$ cat config.mk
export PLATFORM = sky130hd
export DESIGN_NAME = ifid_skid
export DESIGN_NICKNAME = d
export VERILOG_FILES = /design/src/rtl/ifid_skid.sv
export SDC_FILE = /design/constraint.sdc
export NUM_CORES = 1
export LEC_CHECK = 0
export CAP_MARGIN = 20
export CELL_PAD_IN_SITES_DETAIL_PLACEMENT = 1
export CELL_PAD_IN_SITES_GLOBAL_PLACEMENT = 1
export CORE_UTILIZATION = 30
export CTS_BUF_LIST = sky130_fd_sc_hd__clkbuf_16
export DETAILED_ROUTE_END_ITERATION = 8
export GPL_TIMING_DRIVEN = 0
export PLACE_DENSITY = 0.73
export SYNTH_ARGS = -nofsm -noshare
export SYNTH_HDL_FRONTEND = slang
export SYNTH_SLANG_ARGS = --single-unit
export TNS_END_PERCENT = 10
$ cat constraint.sdc
create_clock -name clk -period 3.38 [get_ports clk]
set_input_delay 0.338 -clock clk [delete_from_list [all_inputs] [get_ports clk]]
set_output_delay 0.338 -clock clk [all_outputs]
set_load 0.01 [all_outputs]
$ cat src/rtl/ifid_skid.sv
// IF->ID pipeline register with valid/ready handshake, optional 1-entry skid buffer,
// synchronous flush, NOP insertion on bubbles and a saturating bubble counter.
module ifid_skid #(
  parameter int unsigned        ADDR_W   = 32,
  parameter int unsigned        INST_W   = 32,
  parameter logic [ADDR_W-1:0]  RESET_PC = 32'hBFC0_0000,
  parameter logic [INST_W-1:0]  NOP_INST = 32'h0000_0000,
  parameter bit                 SKID     = 1'b1,
  parameter int unsigned        CNT_W    = 16
) (
  input  logic              clk,
  input  logic              rst,
  input  logic              if_valid,
  output logic              if_ready,
  input  logic [ADDR_W-1:0] if_pc,
  input  logic [INST_W-1:0] if_inst,
  input  logic              flush,
  output logic              id_valid,
  input  logic              id_ready,
  output logic [ADDR_W-1:0] id_pc,
  output logic [INST_W-1:0] id_inst,
  output logic [CNT_W-1:0]  bubble_cnt
);

  logic              skid_valid;
  logic [ADDR_W-1:0] skid_pc;
  logic [INST_W-1:0] skid_inst;
  logic              ready_q;

  logic              in_fire, out_fire;
  logic              n_id_valid, n_skid_valid;
  logic [ADDR_W-1:0] n_id_pc, n_skid_pc;
  logic [INST_W-1:0] n_id_inst, n_skid_inst;

  // In skid mode if_ready comes from a register (no path from id_ready); rst only gates it.
  assign if_ready = SKID ? (ready_q & ~rst) : (~rst & (id_ready | ~id_valid));
  assign in_fire  = if_valid & if_ready;
  assign out_fire = id_valid & id_ready;

  always_comb begin
    n_id_valid   = id_valid;
    n_id_pc      = id_pc;
    n_id_inst    = id_inst;
    n_skid_valid = skid_valid;
    n_skid_pc    = skid_pc;
    n_skid_inst  = skid_inst;
    if (flush) begin
      n_id_valid   = 1'b0;
      n_skid_valid = 1'b0;
      n_id_inst    = NOP_INST;
    end else if (!id_valid || out_fire) begin
      if (SKID && skid_valid) begin
        n_id_valid   = 1'b1;
        n_id_pc      = skid_pc;
        n_id_inst    = skid_inst;
        n_skid_valid = 1'b0;
        if (in_fire) begin
          n_skid_valid = 1'b1;
          n_skid_pc    = if_pc;
          n_skid_inst  = if_inst;
        end
      end else if (in_fire) begin
        n_id_valid = 1'b1;
        n_id_pc    = if_pc;
        n_id_inst  = if_inst;
      end else begin
        n_id_valid = 1'b0;
        n_id_inst  = NOP_INST;
      end
    end else if (SKID && in_fire) begin
      n_skid_valid = 1'b1;
      n_skid_pc    = if_pc;
      n_skid_inst  = if_inst;
    end
  end

  always_ff @(posedge clk) begin
    if (rst) begin
      id_valid   <= 1'b0;
      id_pc      <= RESET_PC;
      id_inst    <= NOP_INST;
      skid_valid <= 1'b0;
      skid_pc    <= '0;
      skid_inst  <= '0;
      ready_q    <= 1'b1;
      bubble_cnt <= '0;
    end else begin
      id_valid   <= n_id_valid;
      id_pc      <= n_id_pc;
      id_inst    <= n_id_inst;
      skid_valid <= n_skid_valid;
      skid_pc    <= n_skid_pc;
      skid_inst  <= n_skid_inst;
      ready_q    <= ~n_skid_valid;
      if (!id_valid && bubble_cnt != '1)
        bubble_cnt <= bubble_cnt + CNT_W'(1);
    end
  end

endmodule

======== After elaboration in Yosys (flattened, before gate mapping) ========
Cells that the tools add are included.
word-level totals
  register bits after elaboration ......... 147
  input bits .............................. 69
  output and inout bits ................... 82
  word-level logic and storage cells ...... 40
cells by class
  add/subtract/negate cells ............... 1
  eq/ne operators ......................... 2
  multiplexer cells ....................... 16
  bitwise operators ....................... 6
  reduce and logical (&&, ||, !) cells .... 7
operator list
  cell                                            count
  2-to-1 mux 32 bit                               10
  adder 16 x 1 -> 16 bit (second input constant)  1
  != test 16 bit (second input constant)          1
  2-to-1 mux 1 bit                                6
  AND 1 bit                                       3
  NOT 1 bit                                       3
  AND reduction 3 bit                             1
  != test 2 bit (second input constant)           1
  AND reduction 2 bit                             1
  nonzero test 2 bit                              1
  OR reduction 2 bit                              1
  logical AND 1 bit                               1
  zero test 1 bit                                 1
  logical OR 1 bit                                1

======== Longest topological paths before layout ========
Gate-level depths: netlist of the first run.
  depth in word-level cells ............... 8
  gate-level depth with buffers ........... 6
  mapped depth without buffers ............ 5

======== Worst setup path after synthesis of the first run ========
No wires, ideal clock.
  path type ............................... register to register
  start ................................... register bubble_cnt[0]
  end ..................................... register bubble_cnt[6]
  library setup time ...................... 123 ps
  arrival ................................. 1694 ps
  required time ........................... 3257 ps
  slack ................................... 1563 ps
  stages on the path, launching flop included .. 7
  path buffers ............................ 1
  period minus slack after synthesis ...... 1817 ps
  cells stage by stage .................... dfxtp_1 -> ha_1 -> nand3_1 -> nor4_2 -> buf_2 -> nor4_1 -> mux2_1
on the way
  word-level cells in the longest chain between the ends .. 2
  elaborated cells between the ends (all ways) .. 3
  classes of those cells .................. 1 x add/sub; 1 x eq/ne; 1 x reduce/logical
ends and longest elaborated chain
  what                                                            line  source
  start, declared                                                 22    output logic [CNT_W-1:0] bubble_cnt
  start signal, assigned                                          96    bubble_cnt <= bubble_cnt + CNT_W'(1);
  branches (longest 2 deep; another with adder 16 x 1 -> 16 bit)  --
Parallel ways; which one is timed is not known.
A chain may end at the register's enable or synchronous reset.

======== Worst setup path in the final report of the first run ========
  start ................................... input id_ready
  end ..................................... register skid_pc[9]
on the way
  word-level cells in the longest chain between the ends .. 4
  elaborated cells between the ends (all ways) .. 5
  classes of those cells .................. 1 x eq/ne; 1 x mux; 1 x bitwise; 2 x reduce/logical
ends and longest elaborated chain
  what                           line  source
  start, declared                19    input logic id_ready,
  AND 1 bit (*)                  38    assign out_fire = id_valid & id_ready;
  logical OR 1 bit (*)           51    end else if (!id_valid || out_fire) begin
  != test 2 bit (no line)        --
  AND reduction 2 bit (no line)  --
  end signal, assigned           92    skid_pc <= n_skid_pc;
  end, declared                  26    logic [ADDR_W-1:0] skid_pc;
Mark *: on every way between the ends. The rest lies on a longest branch, timed or not.

==> out/results.txt, run 1 <==
accumulated negative setup slack: 0 ps
Worst EP arrival: 2650 ps
ys async rst share: 0%
Initial Utilization: 31.0%
CTS sink count: 147
area grow syn2layout: 41.2%
Clock Latency Late Sink: 420 ps
initial antenna violation count: 0
worst vdd ir: 354 µV
Post-Syn Nets: 756
Lkg Pwr: 2.79 nW
Max Clock Skew: 8.53 ps
core box area: 18900 µm²
top cell type's share of synthesized area: 50.2%
RSZ-0062 raised after global routing: false
total wire length: 18500 µm
ANT nets after route: 0
crit path max fanout: 10
Total GRT Usage: 18.9%
routed vias/inst: 4.92
DRC: 0
hold_buf cts: 0
Top FF cell, synth: dfxtp_1
count of final setup violators: 0
most common cell in the netlist: nand2_1
crit end category: flip-flop
1st-iter DRT viols: 247
Min-Delay Path Depth: 3
worst-case reg-to-reg path depth: 6
crit share post-route: 68.5%
Resized cells post-CTS: 0
final-report hold violation count: 0
Post-synth top cells: 148 x nand2_1, 147 x dfxtp_1, 72 x a21oi_1
IO Pins: 151
post-layout instance count excluding filler cells: 1125
largest net degree at the start of global routing: 17
number of max-cap violations: 0
vias in the first global route: 5502
FF+latch count, synth: 147
layout cell share with drive strength beyond 1: 5.66%
sequential share of the synthesized area: 50.2%
Worst EP required: 3710 ps
CTS buffer count: 17
CTS max path bufs: 2
Clk pin slew, worst setup/hold paths: 60 ps
layout net count: 924
first-pass GRT wire length: 29100 µm
Crit Path Class: input port to flip-flop
1st-pass router iterations: 4
Mapped Area: 5860 µm²
grt ovf: 0
FP Rows: 50
DR vias: 5538
total setup buffers inserted after CTS: 0
Final min period: 2320 ps
Design Power: 4.08 mW
DIE AREA: 20100 µm²
H-tree Lvls: 4
DIE WIDTH: 142 µm
HP Class: input port to flip-flop
Yosys cell types: 41
Pwr per Cell Area: 494 nW/µm²
outcome: complete, no violations
placed cell count: 1095
CP Launch Type: input port
DP Wirelength: 13000 µm
wire length per cell: 16.4 µm
final weighted congestion in routability-driven placement: 0.778
Worst-Margin Slew: 868 ps
top cells by area, synth: dfxtp_1 50%, nand2_1 9.5%, a21oi_1 6.2%
Synth Warn #: 0
Synth area leader: dfxtp_1
I/O Buffers: 149
Die H: 142 µm
syn_area_per_cell: 8.54 µm²
Rel. slew slack: 42.0%
EDFF count, synth: 0
Root Buffer: clkbuf_16
Mapped Cells: 686
maximum operating frequency: 432 MHz
Antenna Cells: 0
max-slew violation count: 0
CTS tree: yes
critical path, stage by stage:
cell             delay, ps
clkdlybuf4s50_1        450
nand2b_1               160
clkbuf_1               250
a211oi_2               810
buf_2                  370
nand2_1                 80
a21oi_1                180
cells by family (layout without fill, tap and decap cells):
logic type,count (synthesis),count (layout),share of synthesized area (%)
compound gates,155,155,17.6
mux,36,36,6.22
flops,147,147,50.2
simple gates,286,286,21.4
xor+xnor,1,1,0.150
fa+ha+maj,1,1,0.214
buf+inv,60,239,4.17
state kept, by name, indices dropped and copies added (netlist names):
name / flops
id_inst: 32
id_pc: 32
skid_inst: 32
skid_pc: 32
bubble_cnt: 16
id_valid: 1
ready_q: 1
skid_valid: 1
routing by layer:
layer	up-vias	GRT usage, %	share of wire [%]
met5	-	0	0
met4	0	6.06	1.1
met3	15	5.84	6.1
met2	119	30.4	46
met1	2655	24.0	46
li1	2749	-	-
power breakdown:
group | switching, mW | internal (mW)
clock network | 0.739 | 1.21
registers | 0.0243 | 1.77
logic | 0.161 | 0.176
total | 0.924 | 3.16
worst paths after layout:
path	startpoint	endpoint	slack (ps)
worst max-delay path	id_ready	skid_pc[9]$_SDFFE_PP0P_	1060
worst min-delay path	rst	bubble_cnt[6]$_SDFFE_PP0P_	360
worst max register to register	id_valid$_SDFFE_PP0N_	skid_pc[9]$_SDFFE_PP0P_	1090
worst min register to register	skid_pc[24]$_SDFFE_PP0P_	skid_pc[24]$_SDFFE_PP0P_	450
stage by stage:
| stage | util, % | worst slack (ps) | hold slack (ps) | instance area [µm²] |
|---|---|---|---|---|
| floorplan | - | 1560 | 436 | 5860 |
| global placement | 40.6 | 651 | 441 | 7670 |
| detailed placement | 40.6 | 623 | 449 | 7670 |
| CTS | 43.8 | 1020 | 349 | 8270 |
| global route | 43.8 | 880 | 373 | 8270 |
| finish | 43.8 | 1060 | 362 | 8270 |
placed cells by master (no fill, tap or decap), drive strengths merged, types with 2 or more instances in the layout:
master           n
or4              5
a211oi          26
o31ai            5
nor2b            6
clkbuf          54
nor2            65
nand3            5
a21oi           72
and4             2
buf             19
clkinv           8
nor4             4
mux2             3
bufinv           4
clkdlybuf4s50  149
mux2i           33
inv              3
nand2          148
dfxtp          147
nand2b           2
or3              4
clkinvlp         2
a221oi          32
a31oi            3
nand4            4
nor3            36
o21ai            5
o211ai          12
final cells by class:
cell class / instances / area, µm²
fillers: 2231 / 10600
inverters: 4 / 15.0
well taps: 260 / 325
repair buffers: 149 / 1490
flip-flops and latches: 147 / 2940
clock inverters: 13 / 169
plain buffers: 56 / 229
multi-input cells: 479 / 2670
clock buffers: 17 / 425
(Power assumes the default switching activity.)
==> run 2: changes to the inputs <==
--- a/config.mk
+++ b/config.mk
@@ -12,7 +12,7 @@
 export CTS_BUF_LIST = sky130_fd_sc_hd__clkbuf_16
 export DETAILED_ROUTE_END_ITERATION = 8
 export GPL_TIMING_DRIVEN = 0
-export PLACE_DENSITY = 0.73
+export PLACE_DENSITY = 0.75
 export SYNTH_ARGS = -nofsm -noshare
 export SYNTH_HDL_FRONTEND = slang
 export SYNTH_SLANG_ARGS = --single-unit
==> constraint.sdc (replaced) <==
create_clock -name clk -period 2.1 [get_ports clk]
set_input_delay 0.21 -clock clk [delete_from_list [all_inputs] [get_ports clk]]
set_output_delay 0.21 -clock clk [all_outputs]
set_load 0.01 [all_outputs]
==> out/results.txt, run 2 (synthesized netlist as in run 1, its figures left out) <==
met3 usage: 5.33% (was 5.84%)
worst vdd ir: 571 µV (was 354 µV)
Design Power: 6.27 mW (was 4.08 mW)
count of final setup violators: 0 (unchanged)
first-pass GRT wire length: 28700 µm (was 29100 µm)
Pwr per Cell Area: 758 nW/µm² (was 494 nW/µm²)
fill count: 2246 (was 2231)
P_int: 4.75 mW (was 3.16 mW)
worst-case reg-to-reg path depth: 6 (unchanged)
NetSw: 1.52 mW (was 0.924 mW)
final weighted congestion in routability-driven placement: 0.761 (was 0.778)
HP Class: input port to flip-flop (unchanged)
commonest non-fill, non-tap cells in the layout: 149 x clkdlybuf4s50_1, 148 x nand2_1, 147 x dfxtp_1 (unchanged)
Worst EP arrival: 2340 ps (was 2650 ps)
CTS max path bufs: 2 (unchanged)
combinational power share: 8.7% (was 8.2%)
grt ovf: 0 (unchanged)
final setup margin: 68.5 ps (was 1060 ps)
max-slew violation count: 0 (unchanged)
clock share of power: 45.3% (was 47.8%)
Crit Path Class: flip-flop to flip-flop (was input port to flip-flop)
RSZ-0062 raised after global routing: true (was false)
GR Util met2: 29.3% (was 30.4%)
Clock Latency Late Sink: 430 ps (was 420 ps)
Initial Utilization: 31.0% (unchanged)
Antenna Cells: 0 (unchanged)
maximum operating frequency: 492 MHz
DIE AREA: 20100 µm² (unchanged)
CP max stage cell: dfxtp_1 (was a211oi_2)
wire length per cell: 16.1 µm (was 16.4 µm)
IO Pins: 151 (unchanged)
DP Wirelength: 12900 µm (was 13000 µm)
outcome: complete, no violations (unchanged)
Worst Path Buf+Inv: 1 (was 3)
crit share post-route: 96.7%
r2r setup slk: 70 ps (was 1090 ps)
Root Buffer: clkbuf_16 (unchanged)
Total GRT Usage: 18.5% (was 18.9%)
routed vias/inst: 4.93 (was 4.92)
1st-iter DRT viols: 190 (was 247)
busiest metal layer after global routing: met2 (unchanged)
ANT nets after route: 0 (unchanged)
DIE WIDTH: 142 µm (unchanged)
CP Cell Sequence: ha_1, nand3_1, nor4_4, buf_4, nor4_1, mux2_1 (was clkdlybuf4s50_1, nand2b_1, clkbuf_1, a211oi_2, buf_2, nand2_1, a21oi_1)
commonest non-fill, non-tap cell in the layout: clkdlybuf4s50_1 (unchanged)
number of max-cap violations: 0 (unchanged)
accumulated negative setup slack: 0 ps (unchanged)
total wire length: 18200 µm (was 18500 µm)
Lkg Pwr: 2.81 nW (was 2.79 nW)
Min-Delay Path Depth: 3 (unchanged)
fin area: 8270 µm² (about the same)
max incr delay on CP: 420 ps (was 810 ps)
CTS sink count: 147 (unchanged)
Clk pin slew, worst setup/hold paths: 60 ps (about the same)
CP Launch Type: flip-flop (was input port)
WHS: 232 ps (was 362 ps)
Worst EP required: 2410 ps (was 3710 ps)
vias in the first global route: 5465 (was 5502)
crit path max fanout: 10 (unchanged)
initial antenna violation count: 1 (was 0)
dpl cell area: 7670 µm² (unchanged)
core box area: 18900 µm² (unchanged)
1st-pass router iterations: 5 (was 4)
CTS buffer count: 17 (unchanged)
H-tree Lvls: 4 (unchanged)
pre-CTS WS: -494 ps (was 623 ps)
crit end category: flip-flop (unchanged)
Rel. slew slack: 45.9% (was 42.0%)
layout net count: 927 (was 924)
CTS tree: yes (unchanged)
Max Clock Skew: 10.7 ps (was 8.53 ps)
area grow syn2layout: 41.2% (about the same)
layout cell share with drive strength beyond 1: 7.02% (was 5.66%)
CP Depth: 6 (was 7)
DRC: 0 (unchanged)
largest net degree at the start of global routing: 17 (unchanged)
FP Rows: 50 (unchanged)
family with the most delay on the worst path: simple AND/OR/NAND/NOR gates (was buffers and inverters)
met1 Resource Use GR: 23.9% (was 24.0%)
hold_buf cts: 0 (unchanged)
I/O Buffers: 149 (unchanged)
final-report hold violation count: 0 (unchanged)
Die H: 142 µm (unchanged)
DR vias: 5563 (was 5538)
sequential share of power: 46.0% (was 43.9%)
Final min period: 2030 ps
Worst-Margin Slew: 811 ps (was 868 ps)
switch share: 24.3% (was 22.6%)
[run 2: repair_timing]
action	in CTS	in global routing
gates resized for setup	5	7
buffers inserted	0	3
pin swaps	0	2
setup endpoints to repair	61	86
[run 2: final timing paths]
path,from,to
setup / recovery,bubble_cnt[1]$_SDFFE_PP0P_,bubble_cnt[6]$_SDFFE_PP0P_
hold / removal,rst,bubble_cnt[6]$_SDFFE_PP0P_
setup reg to reg,bubble_cnt[1]$_SDFFE_PP0P_,bubble_cnt[6]$_SDFFE_PP0P_
hold reg to reg,skid_inst[31]$_SDFFE_PP0P_,skid_inst[31]$_SDFFE_PP0P_
[run 2: power by group through the flow]
stage	Sequential (mW)	Combinational (mW)	Clock, mW
final	2.89	0.546	2.84
after global routing	2.89	0.595	3.03
after detailed placement	2.95	0.545	0
after floorplan	2.96	0.188	0
after global placement	2.95	0.540	0
after CTS	2.89	0.550	2.91
[run 2: per-stage QoR]
stage               util [%]  cells
floorplan                  -    686
global placement        40.6   1095
detailed placement      40.6   1095
CTS                     43.6   1126
global route            43.8   1129
finish                  43.8   1129
[run 2: layout make-up]
| type | count | area, µm² | area share (%) |
|---|---|---|---|
| Sequential cell | 147 | 2940 | 35.6 |
| Multi-Input combinational cell | 479 | 2700 | 32.6 |
| Timing Repair Buffer | 152 | 1510 | 18.3 |
| Clock buffer | 17 | 425 | 5.14 |
| Tap cell | 260 | 325 | 3.93 |
| Buffer | 56 | 238 | 2.87 |
| Clock inverter | 14 | 116 | 1.41 |
| Inverter | 4 | 15.0 | 0.182 |
[run 2: worst min-delay path, cell delays in order]
cell	delay (ps)
buf_2	170
nor2b_1	120
mux2_1	120
[run 2: layer usage]
metal | share of wire, % | routed length [µm] | vias up
met1 | 47 | 8510 | 2652
met3 | 5.8 | 1060 | 22
met4 | 1.4 | 255 | 2
met5 | 0.088 | 16 | -
met2 | 46 | 8390 | 123
li1 | - | - | 2764
